**config.mk**
```make
export PLATFORM = sky130hd
export DESIGN_NAME = mersenne_multiplier
export DESIGN_NICKNAME = d
export VERILOG_FILES = /design/src/rtl/mersenne_multiplier.sv
export SDC_FILE = /design/constraint.sdc
export NUM_CORES = 1
export LEC_CHECK = 0
export ABC_AREA = 1
export CAP_MARGIN = 20
export CORE_ASPECT_RATIO = 1.4
export CORE_MARGIN = 2
export CORE_UTILIZATION = 45
export DETAILED_ROUTE_END_ITERATION = 10
export PLACE_DENSITY = 0.71
export SYNTH_ARGS = -nofsm -noshare
export SYNTH_HDL_FRONTEND = slang
export SYNTH_SLANG_ARGS = --single-unit
```
**constraint.sdc**
```tcl
create_clock -name clk -period 1.9 [get_ports clk]
set_clock_uncertainty 0.15 [all_clocks]
set_input_delay 0.38 -clock clk [delete_from_list [all_inputs] [get_ports clk]]
set_output_delay 0.38 -clock clk [all_outputs]
set_load 0.02 [all_outputs]
```
**src/rtl/mersenne_multiplier.sv**
```systemverilog
// Sequential shift-add multiplier feeding a Mersenne (2^P-1) reducer; one bit of b per cycle.
// Optional macro MERSENNE_LL_SUB2_EN adds an ADJ cycle that adds 2^P-3 (Lucas-Lehmer "-2" step).
module mersenne_multiplier #(
    parameter int P     = 13,
    parameter int WIDTH = 2 * P
) (
    input  logic             clk,
    input  logic             rst,
    input  logic             in_valid,
    output logic             in_ready,
    input  logic [P-1:0]     a,
    input  logic [P-1:0]     b,
    output logic             out_valid,
    input  logic             out_ready,
    output logic [WIDTH-1:0] product,
    output logic             busy
);

    localparam int CNT_W = $clog2(P) + 1;
    localparam logic [CNT_W-1:0] LAST_BIT = CNT_W'(P - 1);
`ifdef MERSENNE_LL_SUB2_EN
    localparam logic [WIDTH-1:0] LL_ADJ = (WIDTH'(1) << P) - WIDTH'(3);
`endif

    typedef enum logic [1:0] {
        IDLE = 2'd0,
        MUL  = 2'd1,
        ADJ  = 2'd2,
        DONE = 2'd3
    } state_t;

    state_t           state_q, state_d;
    logic [WIDTH-1:0] acc_q, acc_d;
    logic [WIDTH-1:0] mcand_q, mcand_d;
    logic [P-1:0]     mplier_q, mplier_d;
    logic [CNT_W-1:0] cnt_q, cnt_d;
    logic [WIDTH-1:0] product_q, product_d;
    logic [WIDTH-1:0] acc_sum;

    // Handshakes: a transfer happens on a rising edge where valid && ready are both high;
    // operands are only taken in IDLE, and the product is held until out_ready is seen in DONE.
    assign in_ready  = (state_q == IDLE) && !rst;
    assign out_valid = (state_q == DONE);
    assign busy      = (state_q != IDLE);
    assign product   = product_q;

    // The multiplicand is pre-shifted each cycle so no variable shifter is needed.
    assign acc_sum = mplier_q[0] ? (acc_q + mcand_q) : acc_q;

    always_comb begin
        state_d   = state_q;
        acc_d     = acc_q;
        mcand_d   = mcand_q;
        mplier_d  = mplier_q;
        cnt_d     = cnt_q;
        product_d = product_q;
        case (state_q)
            IDLE: begin
                if (in_valid && in_ready) begin
                    mcand_d  = WIDTH'(a);
                    mplier_d = b;
                    acc_d    = '0;
                    cnt_d    = '0;
                    state_d  = MUL;
                end
            end
            MUL: begin
                acc_d    = acc_sum;
                mcand_d  = mcand_q << 1;
                mplier_d = mplier_q >> 1;
                cnt_d    = cnt_q + CNT_W'(1);
                if (cnt_q == LAST_BIT) begin
`ifdef MERSENNE_LL_SUB2_EN
                    state_d = ADJ;
`else
                    product_d = acc_sum;
                    state_d   = DONE;
`endif
                end
            end
`ifdef MERSENNE_LL_SUB2_EN
            ADJ: begin
                acc_d     = acc_q + LL_ADJ;
                product_d = acc_q + LL_ADJ;
                state_d   = DONE;
            end
`endif
            DONE: begin
                if (out_ready) begin
                    state_d = IDLE;
                end
            end
            default: begin
                state_d = IDLE;
            end
        endcase
    end

    always_ff @(posedge clk) begin
        if (rst) begin
            state_q   <= IDLE;
            acc_q     <= '0;
            mcand_q   <= '0;
            mplier_q  <= '0;
            cnt_q     <= '0;
            product_q <= '0;
        end else begin
            state_q   <= state_d;
            acc_q     <= acc_d;
            mcand_q   <= mcand_d;
            mplier_q  <= mplier_d;
            cnt_q     <= cnt_d;
            product_q <= product_d;
        end
    end

endmodule

```
==> results of run 1 <==
==> final timing paths <==
kind                        startpoint                        end  slack, ps  cells past startpoint
min reg2reg  mplier_q[12]$_SDFFE_PP0P_  mplier_q[12]$_SDFFE_PP0P_        330                      2
max            mcand_q[6]$_SDFFE_PP0P_      acc_q[8]$_SDFFE_PP0P_       -350                     11
min                                rst   product[12]$_SDFFE_PP0P_        230                      4
max reg2reg    mcand_q[6]$_SDFFE_PP0P_      acc_q[8]$_SDFFE_PP0P_       -350                     11
==> synthesized netlist by cell type, types with 2 or more instances <==
master / number
o21ai_1: 14
nand3_1: 54
nor2_2: 9
a31oi_1: 13
dfxtp_1: 98
a211oi_1: 2
o221ai_1: 12
nand2_2: 17
buf_4: 2
or2_2: 13
nand4_1: 5
o21ai_2: 2
nand2_1: 294
a21oi_1: 60
inv_2: 6
nand3_2: 8
buf_6: 5
clkbuf_1: 14
o211ai_1: 7
buf_1: 3
inv_1: 123
xnor2_1: 10
ha_1: 27
nor2_1: 76
buf_2: 14
nor2_4: 4
a21oi_2: 4
a21o_1: 8
o21ai_0: 24
==> worst register-to-register path: stages, from the launching register on <==
cell	delay (ps)
dfxtp_2	350
ha_4	270
buf_4	140
nand2_2	110
inv_1	100
a21oi_2	210
nand2_4	100
buf_6	140
xnor2_4	120
o21ai_2	190
nand2_1	120
a21oi_2	170
==> where the power goes <==
group	switching (mW)	total (mW)	internal [mW]
clock network	0.938	1.88	0.944
registers	0.0487	2.16	2.11
logic	0.451	0.826	0.375
total	1.44	4.87	3.43
==> metal layers <==
metal,global-route usage,share of wire,vias up
met5,0,0,-
li1,-,-,3300
met2,0.464,0.51,250
met3,0.0384,0.048,96
met1,0.283,0.38,3142
met4,0.133,0.068,0
==> metrics by stage <==
stage | worst slack [ps] | instance area [um2] | hold slack, ps
floorplan | -70.7 | 6100 | 287
global placement | -259 | 7520 | 301
detailed placement | -246 | 7520 | 318
CTS | -149 | 8450 | 226
global route | -417 | 8910 | 268
finish | -348 | 8910 | 230
==> registers in the layout (all words and copies together), names as in the netlist <==
register,flops
state_q,2
mplier_q,13
cnt_q,5
acc_q,26
mcand_q,26
product,26
==> area by class of cell <==
class / count / area share
sequential: 98 / 0.224
inverter: 129 / 0.0549
multi-input combinational: 672 / 0.479
tap: 182 / 0.0256
clock buffer: 9 / 0.0253
clock inverter: 7 / 0.00857
timing repair buffer: 182 / 0.183
==> cells by family after synthesis <==
kind of cell             after synthesis  synth area share
adder cells (fa/ha/maj)               28            0.0589
AO/OA/AOI/OAI                        148             0.144
buffers and inverters                167             0.113
XOR/XNOR                              11            0.0158
AND/OR/NAND/NOR                      485             0.346
flip-flops                            98             0.323
==> timing repair <==
item | CTS | global route
endpoints found under the setup margin | 48 | 53
buffers inserted | 11 | 15
pin swaps | 51 | 67
resized for setup | 127 | 99
==> results.sh, run 1 <==
export IMPL_max_stage_delay_ps=350
export IMPL_utilization=0.672
export IMPL_max_freq_mhz=445
export IMPL_mostFrequentLayoutCells="nand2_1 (245), inv_1 (115), buf_4 (103), dfxtp_1 (72), nor2_1 (62)"
export IMPL_synth_flop_cell="dfxtp_1"
export IMPL_numClockSinks=98
export IMPL_initial_core_util=0.458
export IMPL_cts_hold_buf=0
export IMPL_maxSlewViolCount=0
export IMPL_synth_edf_count=0
export IMPL_die_h_um=142
export IMPL_cts_max_level=3
export IMPL_drive_gt1_frac=0.331
export IMPL_clk_latency_ps=360
export IMPL_finalWorstSetupSlack_ps=-348
export IMPL_hold_violations=0
export IMPL_worst_slew_pin_transition_ps=804
export IMPL_path_max_fanout=4
export IMPL_violations="setup timing"
export IMPL_fin_cells=1279
export IMPL_worstPathRequired_ps=2030
export IMPL_rsz0062_at_grt="true"
export IMPL_fin_total_pwr_mw=4.87
export IMPL_syn_inst=937
export IMPL_ir_worst_vdd_mv=0.384
export IMPL_regArea_um2=1990
export IMPL_drtPass1Iterations=5
export IMPL_yosys_top_cells_area="dfxtp_1 (32%), nand2_1 (18%), inv_1 (7.6%)"
export IMPL_grt_antenna_before_repair=0
export IMPL_synth_top_cell_by_area="dfxtp_1"
export IMPL_synth_avg_cell_area_um2=6.49
export IMPL_drtAntennaViolNets=0
export IMPL_cts_tree="yes"
export IMPL_core_rowCount=50
export IMPL_path_cells="ha_4 -> buf_4 -> nand2_2 -> inv_1 -> a21oi_2 -> nand2_4 -> buf_6 -> xnor2_4 -> o21ai_2 -> nand2_1 -> a21oi_2"
export IMPL_grt_pass1_wl_mm=29.2
export IMPL_finalSetupViolCount=43
export IMPL_io_buffers=58
export IMPL_viasPerCell=5.31
export IMPL_worst_setup_path_type="flip-flop to flip-flop"
export IMPL_drc=0
export IMPL_fp_dieArea_um2=14500
export IMPL_synthArstFlopShare=0
export IMPL_path_clk_slew_ps=80
export IMPL_worstSetupEndpointType="flip-flop"
export IMPL_yosys_warnings=0
export IMPL_final_common_cell="nand2_1"
export IMPL_io_pins=59
export IMPL_multi_input_area_um2=4260
export IMPL_hpwlAfterDp_mm=12.7
export IMPL_crit_buf_inv=3
export IMPL_drtIter0Drc=407
export IMPL_antenna_cells=0
export IMPL_clk_path_buf_depth=2
export IMPL_syn_cell_area_um2=6080
export IMPL_arrival_ps=2380
export IMPL_outcome="finished, violations left"
export IMPL_ys_ff_latch=98
export IMPL_numCtsBuffers=9
export IMPL_synth_cell_type_count=38
export IMPL_finalNetCount=1150
export IMPL_fillers=1044
export IMPL_cts_root_buffer="clkbuf_16"
export IMPL_slew_headroom=0.464
export IMPL_drv_cap=0
export IMPL_setup_tns_ps=-6790
export IMPL_start_kind="flip-flop"
export IMPL_first_global_vias=6278
export IMPL_power_density_nw_per_um2=547
export IMPL_track_usage=0.256
export IMPL_critPathSlowestCell="dfxtp_2"
export IMPL_hp_class="input port to flip-flop"
export IMPL_synthesis_nets=995
export IMPL_die_w_um=102
export IMPL_ys_seq_area_frac=0.323
export IMPL_p_leak_nw=4.18
export IMPL_gp_congestion=0.983
export IMPL_finalCritPeriodShare=1.18
export IMPL_crit_top_cell="a21oi_2"
export IMPL_detailroute_via_count=6788
export IMPL_dp_cells=1239
export IMPL_grt_max_degree=73
export IMPL_synth_top_area_frac=0.323
export IMPL_drt_total_wl_mm=20.1
export IMPL_wl_per_cell_um=15.8
export IMPL_period_minus_slack_ps=2250
export IMPL_grt_overflow=0
export IMPL_path_delay_family="compound AO/OA/AOI/OAI gates"
export IMPL_syn_to_final_growth_pct=46.5
export IMPL_core_area_um2=13300
Power figures use the tool's default switching activity.
==> inputs of run 2 (changes only) <==
- CORE_UTILIZATION: 45 -> 30
- PLACE_DENSITY: 0.71 -> 0.52
==> run 2 against run 1 <==
The flow still finishes with violations (setup timing). Maximum frequency rose by 11%. Worst hold slack improved by 29 ps. Setup slack improved by 220 ps. Utilization fell by 21 points. Global-route usage fell by 7.7 points. Register-to-register slack improved by 220 ps. Critical path type unchanged. Largest cell class unchanged.
==> results.sh, run 2 (same netlist as run 1, synthesis figures left out) <==
export IMPL_outcome="finished, violations left"
export IMPL_violations="setup timing"
export IMPL_rsz0062_at_grt="true"
export IMPL_final_common_cell="nand2_1"
export IMPL_detailroute_via_count=6327
export IMPL_fillers=2023
export IMPL_hpwlAfterDp_mm=14.1
export IMPL_finalNetCount=1155
export IMPL_drive_gt1_frac=0.366
export IMPL_arrival_ps=2180
export IMPL_cts_max_level=3
export IMPL_worst_setup_path_type="flip-flop to flip-flop"
export IMPL_worst_slew_pin_transition_ps=610
export IMPL_regArea_um2=2010
export IMPL_drt_total_wl_mm=19.3
export IMPL_numCtsBuffers=9
export IMPL_clk_latency_ps=360
export IMPL_antenna_cells=0
export IMPL_cts_hold_buf=0
export IMPL_hold_violations=0
export IMPL_drc=0
export IMPL_finalSetupViolCount=30
export IMPL_io_pins=59
export IMPL_drtIter0Drc=292
export IMPL_track_usage=0.180
export IMPL_crit_start="acc_q[0]$_SDFFE_PP0P_"
export IMPL_internal_power_mw=3.54
export IMPL_cts_tree="yes"
export IMPL_finalCritPeriodShare=1.07
export IMPL_swShare=0.289
export IMPL_combPwrFrac=0.165
export IMPL_design_area_um2=9160
export IMPL_rr_startpoint="acc_q[0]$_SDFFE_PP0P_"
export IMPL_holdPathEnd="cnt_q[1]$_SDFFE_PP0P_"
export IMPL_grt_overflow=0
export IMPL_power_density_nw_per_um2=544
export IMPL_worstSetupEndpointType="flip-flop"
export IMPL_dp_slack_ps=-258
export IMPL_die_w_um=124
export IMPL_drv_cap=0
export IMPL_p_seq_frac=0.434
export IMPL_mostFrequentLayoutCells="nand2_1 (226), buf_4 (115), inv_1 (112), dfxtp_1 (69), nor2_1 (65)"
export IMPL_path_max_fanout=4
export IMPL_grt_max_degree=68
export IMPL_period_minus_slack_ps=2030
export IMPL_cts_root_buffer="clkbuf_16"
export IMPL_slew_headroom=0.593
export IMPL_grt_pass1_wl_mm=30.8
export IMPL_worstPathRequired_ps=2050
export IMPL_postPlaceCellArea_um2=7750
export IMPL_fp_dieArea_um2=21400
export IMPL_finalWorstSetupSlack_ps=-130
export IMPL_path_clk_slew_ps=80
export IMPL_gp_congestion=0.877
export IMPL_rrSetupSlack_ps=-130
export IMPL_viasPerCell=4.67
export IMPL_ir_worst_vdd_mv=0.424
export IMPL_start_kind="flip-flop"
export IMPL_whs_path_depth=3
export IMPL_core_area_um2=19800
export IMPL_grt_antenna_before_repair=0
export IMPL_initial_core_util=0.306
export IMPL_reg2reg_to="acc_q[8]$_SDFFE_PP0P_"
export IMPL_clk_path_buf_depth=2
export IMPL_ff2ff_path_depth=13
export IMPL_first_global_vias=6089
export IMPL_maxSlewViolCount=0
export IMPL_io_buffers=58
export IMPL_p_switching_mw=1.44
export IMPL_wl_per_cell_um=14.3
export IMPL_multi_input_area_um2=4390
export IMPL_fin_total_pwr_mw=4.98
export IMPL_numClockSinks=98
export IMPL_p_leak_nw=4.26
export IMPL_core_rowCount=61
export IMPL_syn_to_final_growth_pct=50.6
export IMPL_pwr_share_clk=0.401
export IMPL_max_freq_mhz=493
export IMPL_drtPass1Iterations=5
export IMPL_die_h_um=172
export IMPL_drtAntennaViolNets=0
export IMPL_min_delay_start="rst"
export IMPL_hp_class="input port to flip-flop"
-- run 2: cell count changes in the layout (fill, tap and decap cells not counted), sizes merged --
cell and delta:
buf +6, clkdlybuf4s50 +1, clkinvlp +1, clkbuf -1, bufinv +1, inv -2, dlymetal6s2s -1
-- run 2: area by class of cell --
cell class	count	share of cell area
Sequential cell	98	0.219
Clock buffer	9	0.0246
Inverter	129	0.0540
Multi-Input combinational cell	672	0.480
Clock inverter	7	0.0102
Timing Repair Buffer	187	0.178
Tap cell	252	0.0344
-- run 2: metal layers --
layer  vias up  track usage  routed length [um]
met5         -            0                   0
met4         0       0.0816                 555
met3        28       0.0235                 410
met2        78        0.342               10300
met1      2918        0.199                8080
li1       3303            -                   -
-- run 2: repair_timing --
item,in CTS,in global routing
gates resized for setup,135,132
setup buffers,5,5
endpoints found under the hold margin,0,0
pin swaps,33,74
setup endpoints to repair,48,52
-- run 2: how the worst max path moves through the flow --
stage / slack, ps / endpoint / cells past startpoint
2_1_floorplan: -70 / product[16]$_SDFFE_PP0P_ / 14
6_report: -130 / acc_q[8]$_SDFFE_PP0P_ / 13
4_1_cts: -150 / product[12]$_SDFFE_PP0P_ / 15
5_1_grt: -260 / acc_q[10]$_SDFFE_PP0P_ / 10
3_3_place_gp: -280 / product[22]$_SDFFE_PP0P_ / 13
3_5_place_dp: -260 / product[15]$_SDFFE_PP0P_ / 12
-- run 2: worst max-delay path, cell delays in order, from the launching register on --
cell     delay [ps]
dfxtp_2         350
ha_4            140
inv_2            30
fa_2            340
inv_2            70
nand3_2          80
nand2_4          90
nand2_2          70
nand2_4         100
buf_4           130
xnor2_2          60
o21ai_2         150
nand2_1          80
a21oi_2         130
-- run 2: power groups by stage --
stage	Clock (mW)	Sequential [mW]	Combinational [mW]
2_1_floorplan	0	2.19	0.414
3_3_place_gp	0	2.20	0.730
3_5_place_dp	0	2.20	0.730
4_1_cts	2.05	2.16	0.790
5_1_grt	2.13	2.17	0.896
6_report	2.00	2.16	0.823
-- run 2: metrics by stage --
step | TNS (ps) | hold WS [ps] | utilization | std cells
CTS | -2080 | 253 | 0.438 | 1351
finish | -2230 | 259 | 0.461 | 1354
global route | -6760 | 264 | 0.461 | 1354
floorplan | -167 | 287 | - | 937
global placement | -7140 | 302 | 0.391 | 1330
detailed placement | -6990 | 311 | 0.391 | 1330
